$ cat config.mk
export PLATFORM = sky130hd
export DESIGN_NAME = move_sequencer
export DESIGN_NICKNAME = d
export VERILOG_FILES = /design/src/rtl/move_sequencer.sv
export SDC_FILE = /design/constraint.sdc
export NUM_CORES = 1
export LEC_CHECK = 0
export CAP_MARGIN = 5
export CORE_MARGIN = 4
export CORE_UTILIZATION = 62
export CTS_BUF_LIST = sky130_fd_sc_hd__clkbuf_2 sky130_fd_sc_hd__clkbuf_4 sky130_fd_sc_hd__clkbuf_8
export DETAILED_ROUTE_END_ITERATION = 8
export PLACE_DENSITY = 0.82
export SETUP_SLACK_MARGIN = 0.4
export SLEW_MARGIN = 5
export SYNTH_ARGS = -nofsm -noshare
export SYNTH_HDL_FRONTEND = slang
export SYNTH_SLANG_ARGS = --single-unit
export TNS_END_PERCENT = 5
$ cat constraint.sdc
create_clock -name CLK100MHZ -period 3.2 [get_ports CLK100MHZ]
set_clock_uncertainty 0.1 [all_clocks]
set_input_delay 0.32 -clock CLK100MHZ [delete_from_list [all_inputs] [get_ports CLK100MHZ]]
set_output_delay 0.32 -clock CLK100MHZ [all_outputs]
set_load 0.01 [all_outputs]
$ cat src/rtl/move_sequencer.sv
// Timed command sequencer: queues (code, duration) entries and plays them onto
// movementCommand, inserting a Stop gap before any change of motion direction.
module move_sequencer #(
  parameter int DEPTH    = 4,
  parameter int DUR_W    = 16,
  parameter int TICK_DIV = 100000,
  parameter int GAP_MS   = 50
) (
  input  logic                     CLK100MHZ,
  input  logic                     CPU_RESETN,
  input  logic                     cmd_valid,
  output logic                     cmd_ready,
  input  logic [2:0]               cmd_code,
  input  logic [DUR_W-1:0]         cmd_dur,
  input  logic                     abort,
  output logic [2:0]               movementCommand,
  output logic                     busy,
  output logic                     done,
  output logic                     bad_cmd,
  output logic [$clog2(DEPTH):0]   fifo_count
);
  localparam int AW = $clog2(DEPTH);
  localparam int PW = (TICK_DIV > 1) ? $clog2(TICK_DIV) : 1;
  localparam int GW = $clog2(GAP_MS + 1);
  localparam int CW = (DUR_W > GW) ? DUR_W : GW;
  localparam logic [2:0] C_STOP = 3'b010;

  typedef enum logic [1:0] {S_IDLE, S_GAP, S_RUN} state_t;

  logic [2:0]       code_mem_q [DEPTH];
  logic [DUR_W-1:0] dur_mem_q  [DEPTH];
  logic [AW-1:0]    wptr_q, rptr_q;
  logic [AW:0]      cnt_q;

  state_t           state_q;
  logic [2:0]       mc_q, last_q, pend_code_q;
  logic [DUR_W-1:0] pend_dur_q;
  logic [PW-1:0]    presc_q;
  logic [CW-1:0]    tmr_q;
  logic             busy_q, done_q, bad_q;

  logic             full, push, pop, tick, expire;
  logic [2:0]       head_code;
  logic [DUR_W-1:0] head_dur;

  state_t           ev_state;
  logic [2:0]       ev_mc, ev_last;
  logic             ev_busy, ev_bad;
  logic [CW-1:0]    ev_tmr;

  assign full       = (cnt_q == (AW+1)'(DEPTH));
  assign cmd_ready  = !full && !abort;
  assign push       = cmd_valid && cmd_ready;
  assign tick       = (presc_q == PW'(TICK_DIV - 1));
  assign expire     = tick && (tmr_q == CW'(1));
  assign pop        = !abort && (cnt_q != '0) &&
                      ((state_q == S_IDLE) || ((state_q == S_RUN) && expire));
  assign head_code  = code_mem_q[rptr_q];
  assign head_dur   = dur_mem_q[rptr_q];

  assign movementCommand = mc_q;
  assign busy            = busy_q;
  assign done            = done_q;
  assign bad_cmd         = bad_q;
  assign fifo_count      = cnt_q;

  always_ff @(posedge CLK100MHZ) begin
    if (push) begin
      code_mem_q[wptr_q] <= cmd_code;
      dur_mem_q[wptr_q]  <= cmd_dur;
    end
  end

  always_ff @(posedge CLK100MHZ or negedge CPU_RESETN) begin
    if (!CPU_RESETN) begin
      wptr_q <= '0;
      rptr_q <= '0;
      cnt_q  <= '0;
    end else if (abort) begin
      wptr_q <= '0;
      rptr_q <= '0;
      cnt_q  <= '0;
    end else begin
      if (push) wptr_q <= wptr_q + AW'(1);
      if (pop)  rptr_q <= rptr_q + AW'(1);
      case ({push, pop})
        2'b10:   cnt_q <= cnt_q + (AW+1)'(1);
        2'b01:   cnt_q <= cnt_q - (AW+1)'(1);
        default: cnt_q <= cnt_q;
      endcase
    end
  end

  // Motion codes (000/001/100/101) are exactly those with bit 1 clear.
  always_comb begin
    ev_state = S_IDLE;
    ev_mc    = C_STOP;
    ev_busy  = 1'b0;
    ev_bad   = 1'b0;
    ev_tmr   = CW'(head_dur);
    ev_last  = last_q;
    if (head_code[2:1] == 2'b11) begin
      ev_bad = 1'b1;
    end else if (head_dur != '0) begin
      ev_busy = 1'b1;
      if ((GAP_MS > 0) && !last_q[1] && (head_code != last_q)) begin
        ev_state = S_GAP;
        ev_tmr   = CW'(GAP_MS);
      end else begin
        ev_state = S_RUN;
        ev_mc    = head_code;
        ev_last  = head_code[1] ? C_STOP : head_code;
      end
    end
  end

  always_ff @(posedge CLK100MHZ or negedge CPU_RESETN) begin
    if (!CPU_RESETN) begin
      state_q     <= S_IDLE;
      mc_q        <= C_STOP;
      last_q      <= C_STOP;
      pend_code_q <= C_STOP;
      pend_dur_q  <= '0;
      presc_q     <= '0;
      tmr_q       <= '0;
      busy_q      <= 1'b0;
      done_q      <= 1'b0;
      bad_q       <= 1'b0;
    end else if (abort) begin
      state_q <= S_IDLE;
      mc_q    <= C_STOP;
      last_q  <= C_STOP;
      presc_q <= '0;
      tmr_q   <= '0;
      busy_q  <= 1'b0;
      done_q  <= 1'b0;
      bad_q   <= 1'b0;
    end else begin
      done_q  <= 1'b0;
      bad_q   <= 1'b0;
      presc_q <= tick ? '0 : presc_q + PW'(1);
      if (pop) begin
        // Covers both IDLE pops and back-to-back chaining at RUN expiry.
        state_q     <= ev_state;
        mc_q        <= ev_mc;
        busy_q      <= ev_busy;
        bad_q       <= ev_bad;
        tmr_q       <= ev_tmr;
        last_q      <= ev_last;
        presc_q     <= '0;
        pend_code_q <= head_code;
        pend_dur_q  <= head_dur;
      end else begin
        case (state_q)
          S_IDLE: presc_q <= '0;
          S_GAP: if (tick) begin
            if (tmr_q == CW'(1)) begin
              state_q <= S_RUN;
              mc_q    <= pend_code_q;
              tmr_q   <= CW'(pend_dur_q);
              last_q  <= pend_code_q[1] ? C_STOP : pend_code_q;
            end else begin
              tmr_q <= tmr_q - CW'(1);
            end
          end
          S_RUN: if (tick) begin
            if (tmr_q == CW'(1)) begin
              state_q <= S_IDLE;
              mc_q    <= C_STOP;
              busy_q  <= 1'b0;
              done_q  <= 1'b1;
            end else begin
              tmr_q <= tmr_q - CW'(1);
            end
          end
          default: state_q <= S_IDLE;
        endcase
      end
    end
  end
endmodule

Word-level counts from Yosys, hierarchy flattened. Memories as Yosys holds them, arrays and structs flattened. Cells that the tools add are included.

Register bits after elaboration: 70. RAM bits: 76. Bits of input ports: 23. Output and inout bits: 10. Logic and storage cells: 135. Memories kept: 2.

Memory list: dur_mem_q (words 4, width 16, rd ports 1, clocked after Yosys merged registers in 0, write ports 1, RTL line 31) `logic [DUR_W-1:0] dur_mem_q [DEPTH];`; code_mem_q (words 4, width 3, rd ports 1, clocked after Yosys merged registers in 0, write ports 1, RTL line 30) `logic [2:0] code_mem_q [DEPTH];`.

Add/sub/neg operators: 6. Equal/unequal tests: 18. Muxes and demuxes: 67. Bitwise logic cells: 1. Reduce and logical (&&, ||, !) cells: 28.

Operators with widths (count): 16-bit 2-to-1 mux (9); 17-bit 2-to-1 mux (4); 3-bit 2-to-1 mux (20); 16-bit case mux with 2 select lines (1); 2-bit 2-to-1 mux (13); 3-bit nonzero test (6); 17-bit by 1-bit adder with 17-bit output (second input constant) (1); 17-bit equality test (second input constant) (1); 1-bit 2-to-1 mux (17); 16-bit by 1-bit equality test with 1-bit output (second input constant) (1); 4-bit inequality test (second input constant) (4); 16-bit nonzero test (1); 16-bit by 1-bit subtractor with 16-bit output (second input constant) (1); 3-bit case mux with 2 select lines (2); 5-bit AND reduction (2); 3-bit inequality test (second input constant) (3); 1-bit logical AND (7); 2-bit equality test (second input constant) (3); 2-bit case mux with 3 select lines (1); 6-bit AND reduction (1); 2-bit by 1-bit adder with 2-bit output (second input constant) (2); 2-bit by 1-bit equality test with 1-bit output (second input constant) (2); 4-bit by 3-bit inequality test with 1-bit output (second input constant) (1); 4-bit AND reduction (1); other kinds (13) (16).

Longest topological paths before layout.
Depth in word-level cells: 8. Depth in mapped cells: 12. Depth with buffers taken out: 10.

Worst setup path after synthesis. No wires, ideal clock.

Path type: reg-to-reg. Start: register rptr_q[1]. End: register last_q[0]. Setup time: 128 ps. Arrival: 2439 ps. Data required time: 2972 ps. Setup slack: 533 ps. Cell stages (with the launch flop): 9. Path buffers: 2. Clock period less this slack: 2667 ps. Cells stage by stage: dfrtp_1 > clkbuf_1 > buf_2 > mux4_2 > nor4_1 > nand2_1 > o21a_1 > a22oi_4 > mux2_1.

Cells in the longest elaborated chain, start to end: 7. Elaborated cells on any way between the ends: 16. Classes of those cells: eq/ne: 5; mux: 6; reduce/logical: 3; memory: 2.

RTL lines: start, declared (RTL line 32) `logic [AW-1:0] wptr_q, rptr_q;`; start signal, assigned (RTL line 85) `if (pop) rptr_q <= rptr_q + AW'(1);`; memory 4 x 3 bit; 3-bit 2-to-1 mux (RTL line 112) `ev_last = head_code[1] ? C_STOP : head_code;`; 3-bit 2-to-1 mux (RTL line 106) `if ((GAP_MS > 0) && !last_q[1] && (head_code != last_q)) begin`; 3-bit 2-to-1 mux (RTL line 104) `end else if (head_dur != '0) begin`; 3-bit 2-to-1 mux (RTL line 102) `if (head_code[2:1] == 2'b11) begin`; 3-bit 2-to-1 mux (RTL line 142) `if (pop) begin`; 3-bit 2-to-1 mux (RTL line 129) `end else if (abort) begin`; end signal, assigned (RTL line 149) `last_q <= ev_last;`; end signal, assigned (RTL line 161) `last_q <= pend_code_q[1] ? C_STOP : pend_code_q;`; end, declared (RTL line 36) `logic [2:0] mc_q, last_q, pend_code_q;`.

Parallel ways exist; a longest one is shown, timed or not. The select of a mux whose other input is x is not followed. A chain may end at the register's enable or synchronous reset.

Worst setup path in the final report.
Start: register rptr_q[0]. End: register tmr_q[1].

Cells in the longest elaborated chain, start to end: 8. Elaborated cells on any way between the ends: 11. Classes of those cells: eq/ne: 2; mux: 5; reduce/logical: 2; memory: 2.

RTL lines: memory 4 x 3 bit; 3-bit inequality test (RTL line 106); 1-bit logical AND (RTL line 106); 16-bit 2-to-1 mux (RTL line 106); 16-bit 2-to-1 mux (RTL line 104); 16-bit 2-to-1 mux (*) (RTL line 102); 16-bit 2-to-1 mux (*) (RTL line 142); 16-bit 2-to-1 mux (*) (RTL line 129); end signal, assigned (RTL line 148) `tmr_q <= ev_tmr;`; end signal, assigned (RTL line 160) `tmr_q <= CW'(pend_dur_q);`; end signal, assigned (RTL line 163) `tmr_q <= tmr_q - CW'(1);`; end, declared (RTL line 39) `logic [CW-1:0] tmr_q;`.

Mark *: on every way between the ends. The rest lies on a longest branch, timed or not.

==> out/summary.txt <==
Clock slew at reported path FFs: 0.10 ns
EDFF count, synth: 76
GPL Wtd Cong: 0.901
Core Region: 10,500 um2
Synth Area in XOR/XNOR: 0.0361
Yosys reg bits: 146
Worst setup SP type: flop
Cells after synthesis: 564
# rows: 37
Setup ws final: 0.385 ns
Fillers: 608
Number of stages on the worst setup path: 9
Top_reg_cell synth: edfxtp_1
Unrepaired setup endpoints after global routing: true
Combinational share of power: 0.334
DR iter-0 viols: 633
CP required: 3.45 ns
Die Ht: 113 um
Root buffer cell: clkbuf_8
Register area share after synthesis: 0.594
CP max FO: 5
TritonCTS Buffers: 17
Max Fclk: 0.355 GHz
Vias: 4,997
Total Die Area: 12,700 um2
DR DRC count: 0
Internal power: 3.94 mW
WHS: 0.384 ns
Final setup fails: 0
Sw Share: 0.370
Hold crit path type: flop to flop
Hold Path Cell Cnt: 2
Synth Warn #: 0
Ant diodes: 0
Post-Syn Area: 6800 um2
Initial antenna violation count: 0
VDD IR max: 0.000507 V
Slew headroom: 0.436
Top cell family by delay on the critical path: compound AO/OA/AOI/OAI gates
Port Buffers: 32
Cell taking the most area after synthesis: edfxtp_1
HPWL Detailed: 10,400 um
Final worst-path cycle share: 0.880
Critical path class: flop to flop
Syn nets: 598
CP arrival: 3.07 ns
DP Worst Slack: -0.136 ns
Io pins: 33
Clock Tree Buf Depth: 2
Post-Synth Simple-Gate Area: 0.149
Hold Violations, Final: 0
Post-Synth Adder-Cell Area: 0.0214
Die Wd: 113 um
Global route overflow: 0
P&R area growth vs syn: 18.5%
H-tree lvl count: 4
Clock share of power: 0.247
Largest net degree at the start of global routing: 37
Worst-path cell chain: buf_12 -> buf_4 -> mux4_2 -> nor4_4 -> nand2_2 -> o21a_4 -> buf_4 -> a211o_1 -> o2bb2ai_2
Pleak: 3.02 nW
Sequential share of power: 0.420
Clk Latency, worst-skew pair: 0.46 ns
Period minus WS final: 2.81 ns
Top cells by area in the synthesized netlist: edfxtp_1, dfrtp_1, mux4_2, nand2_1, o211ai_1
Total power: 6.25 mW
First-pass GRT wire length: 25,600 um
Fin. max-slew vios: 0
Nets: 653
Main combinational cell family by area after synthesis: simple AND/OR/NAND/NOR gates
CTS tree: done
Reg2reg path depth: 9
Post-synthesis average cell area: 12.1 um2
Slowest CP cell: mux4_2
Vias per Instance: 6.51
Yosys top cell area share: 0.336
PwrDens: 777 nW/um2
Layout cell share with drive strength beyond 1: 0.187
CTS sink cnt: 146
Synth Area in Compound Gates: 0.101
Status: finished, final reports clean
Routed WL per cell: 21.6 um
Pre-antenna DRT Iters: 6
Maxcap violations: 0
Setup slack, reg-to-reg: 0.39 ns
Unique masters post-synth: 61
Worst path max stage delay: 0.54 ns
Routed wire length: 16,600 um
ANT nets after route: 0
Net Sw Power: 2.32 mW
GRT Resource Usage Total: 0.258
Vias in the first global route: 4,993
Crit. End Element: flop
Worst-Margin Slew: 0.846 ns
Mux share of post-synthesis cell area: 0.0692
Worst Path Buf+Inv: 3
Most common cell on crit path: buf_4
FFs w/ async S/R, synth: 0.479
Initial core utilization: 0.647
==> cells in the final DEF, fill, tap and decap left out, types with 3 or more instances in the layout <==
cell	netlist	layout
nor2_1	33	33
or3_1	3	3
o31ai_1	6	6
or4_1	3	3
clkdlybuf4s50_1	0	31
nor4_4	0	4
buf_12	0	3
o211ai_1	25	25
nand3_1	21	21
mux4_2	19	19
a21oi_1	13	13
dfrtp_1	67	65
nor4_1	10	5
inv_6	0	4
dfstp_2	3	3
inv_1	16	16
edfxtp_1	76	76
nor3_1	23	22
ha_1	10	10
and3_1	8	7
buf_4	2	28
xor2_1	21	21
nand2_2	0	3
clkbuf_8	0	17
a31oi_1	17	17
xnor2_1	7	7
inv_8	0	5
o21ai_0	12	12
nand2_1	84	81
nand4_1	8	8
==> worst register-to-register path, delay by kind of cell (launching register included) <==
family | cells | cell delay (ns)
mux | 1 | 0.54
compound gates | 3 | 0.68
simple gates | 2 | 0.47
flops | 1 | 0.49
buf+inv | 3 | 0.43
==> metal layers <==
layer  track usage  part of all wire  wire length, um
met3        0.0572             0.075             1240
met4         0.104             0.032              527
met2         0.427              0.50             8360
met1         0.333              0.39             6480
met5             0                 0                0
==> Yosys cell counts (all sizes together), types with 2 or more instances <==
cell	number
a31oi	18
buf	14
inv	16
or2	2
nand2	84
dfstp	3
mux2	2
or3	3
and2	2
o21ai	16
a22oi	2
xor2	21
edfxtp	76
mux2i	2
a211oi	3
o211ai	25
and4	3
o31ai	7
nor2	34
nand4b	2
or4	3
ha	10
and3	8
nor4	11
nor2b	2
mux4	19
a21oi	14
nand4	8
xnor2	7
a211o	2
nor3	23
nand3	21
o21a	2
clkbuf	17
dfrtp	67
==> cell type report <==
cell class / instances / area (um2) / area share
sequential: 146 / 4040 / 0.502
tap: 136 / 170 / 0.0211
multi-input combinational: 371 / 2700 / 0.336
inverter: 16 / 60.1 / 0.00746
clock buffer: 17 / 234 / 0.0291
timing repair buffer: 67 / 657 / 0.0816
clock inverter: 15 / 188 / 0.0233
==> worst paths after layout <==
kind                                                 start                         end
worst max-delay path                 rptr_q[0]$_DFFE_PN0P_        tmr_q[1]$_DFFE_PN0P_
worst min-delay path            pend_dur_q[14]$_DFFE_PN0N_  pend_dur_q[14]$_DFFE_PN0N_
worst max register to register       rptr_q[0]$_DFFE_PN0P_        tmr_q[1]$_DFFE_PN0P_
worst min register to register  pend_dur_q[14]$_DFFE_PN0N_  pend_dur_q[14]$_DFFE_PN0N_
max in group asynchronous                       CPU_RESETN  pend_dur_q[11]$_DFFE_PN0N_
min in group asynchronous                       CPU_RESETN   fifo_count[1]$_DFFE_PN0P_
==> power by group through the flow <==
stage	Clock [mW]	Sequential [mW]	Combinational (mW)
6_report	1.54	2.62	2.09
5_1_grt	1.65	2.66	2.26
3_3_place_gp	0	2.60	1.72
2_1_floorplan	0	2.54	1.29
4_1_cts	1.55	2.59	1.86
3_5_place_dp	0	2.63	1.77
==> state kept, by name (all words and copies together) (netlist names) <==
name             cells
bad_cmd              1
busy                 1
code_mem_q          12
done                 1
dur_mem_q           64
fifo_count           3
last_q               3
movementCommand      3
pend_code_q          3
pend_dur_q          16
presc_q             17
rptr_q               2
state_q              2
tmr_q               16
wptr_q               2
==> cells by family (layout without fill, tap and decap cells) <==
group,after synthesis,in the layout
flops,146,146
mux,23,23
buf+inv,47,115
fa+ha+maj,11,11
simple gates,211,211
xor+xnor,28,28
compound gates,98,98
==> stage by stage <==
step | instances | area (um2) | TNS (ns) | util
floorplan | 564 | 6800 | 0 | -
global placement | 719 | 7320 | 0 | 0.696
detailed placement | 719 | 7320 | -0.332 | 0.696
CTS | 756 | 7820 | 0 | 0.744
global route | 768 | 8050 | 0 | 0.766
finish | 768 | 8050 | 0 | 0.766
==> repair_timing <==
| item | in CTS | in global routing |
|---|---|---|
| gates resized for setup | 10 | 22 |
| pin swaps | 0 | 6 |
| hold endpoints to repair | 32 | 0 |
| cloned | 0 | 2 |
| hold buffers | 1 | 0 |
| setup endpoints to repair | 45 | 48 |
| setup buffers | 4 | 10 |
Note: power is estimated with default switching activity, not from simulation.
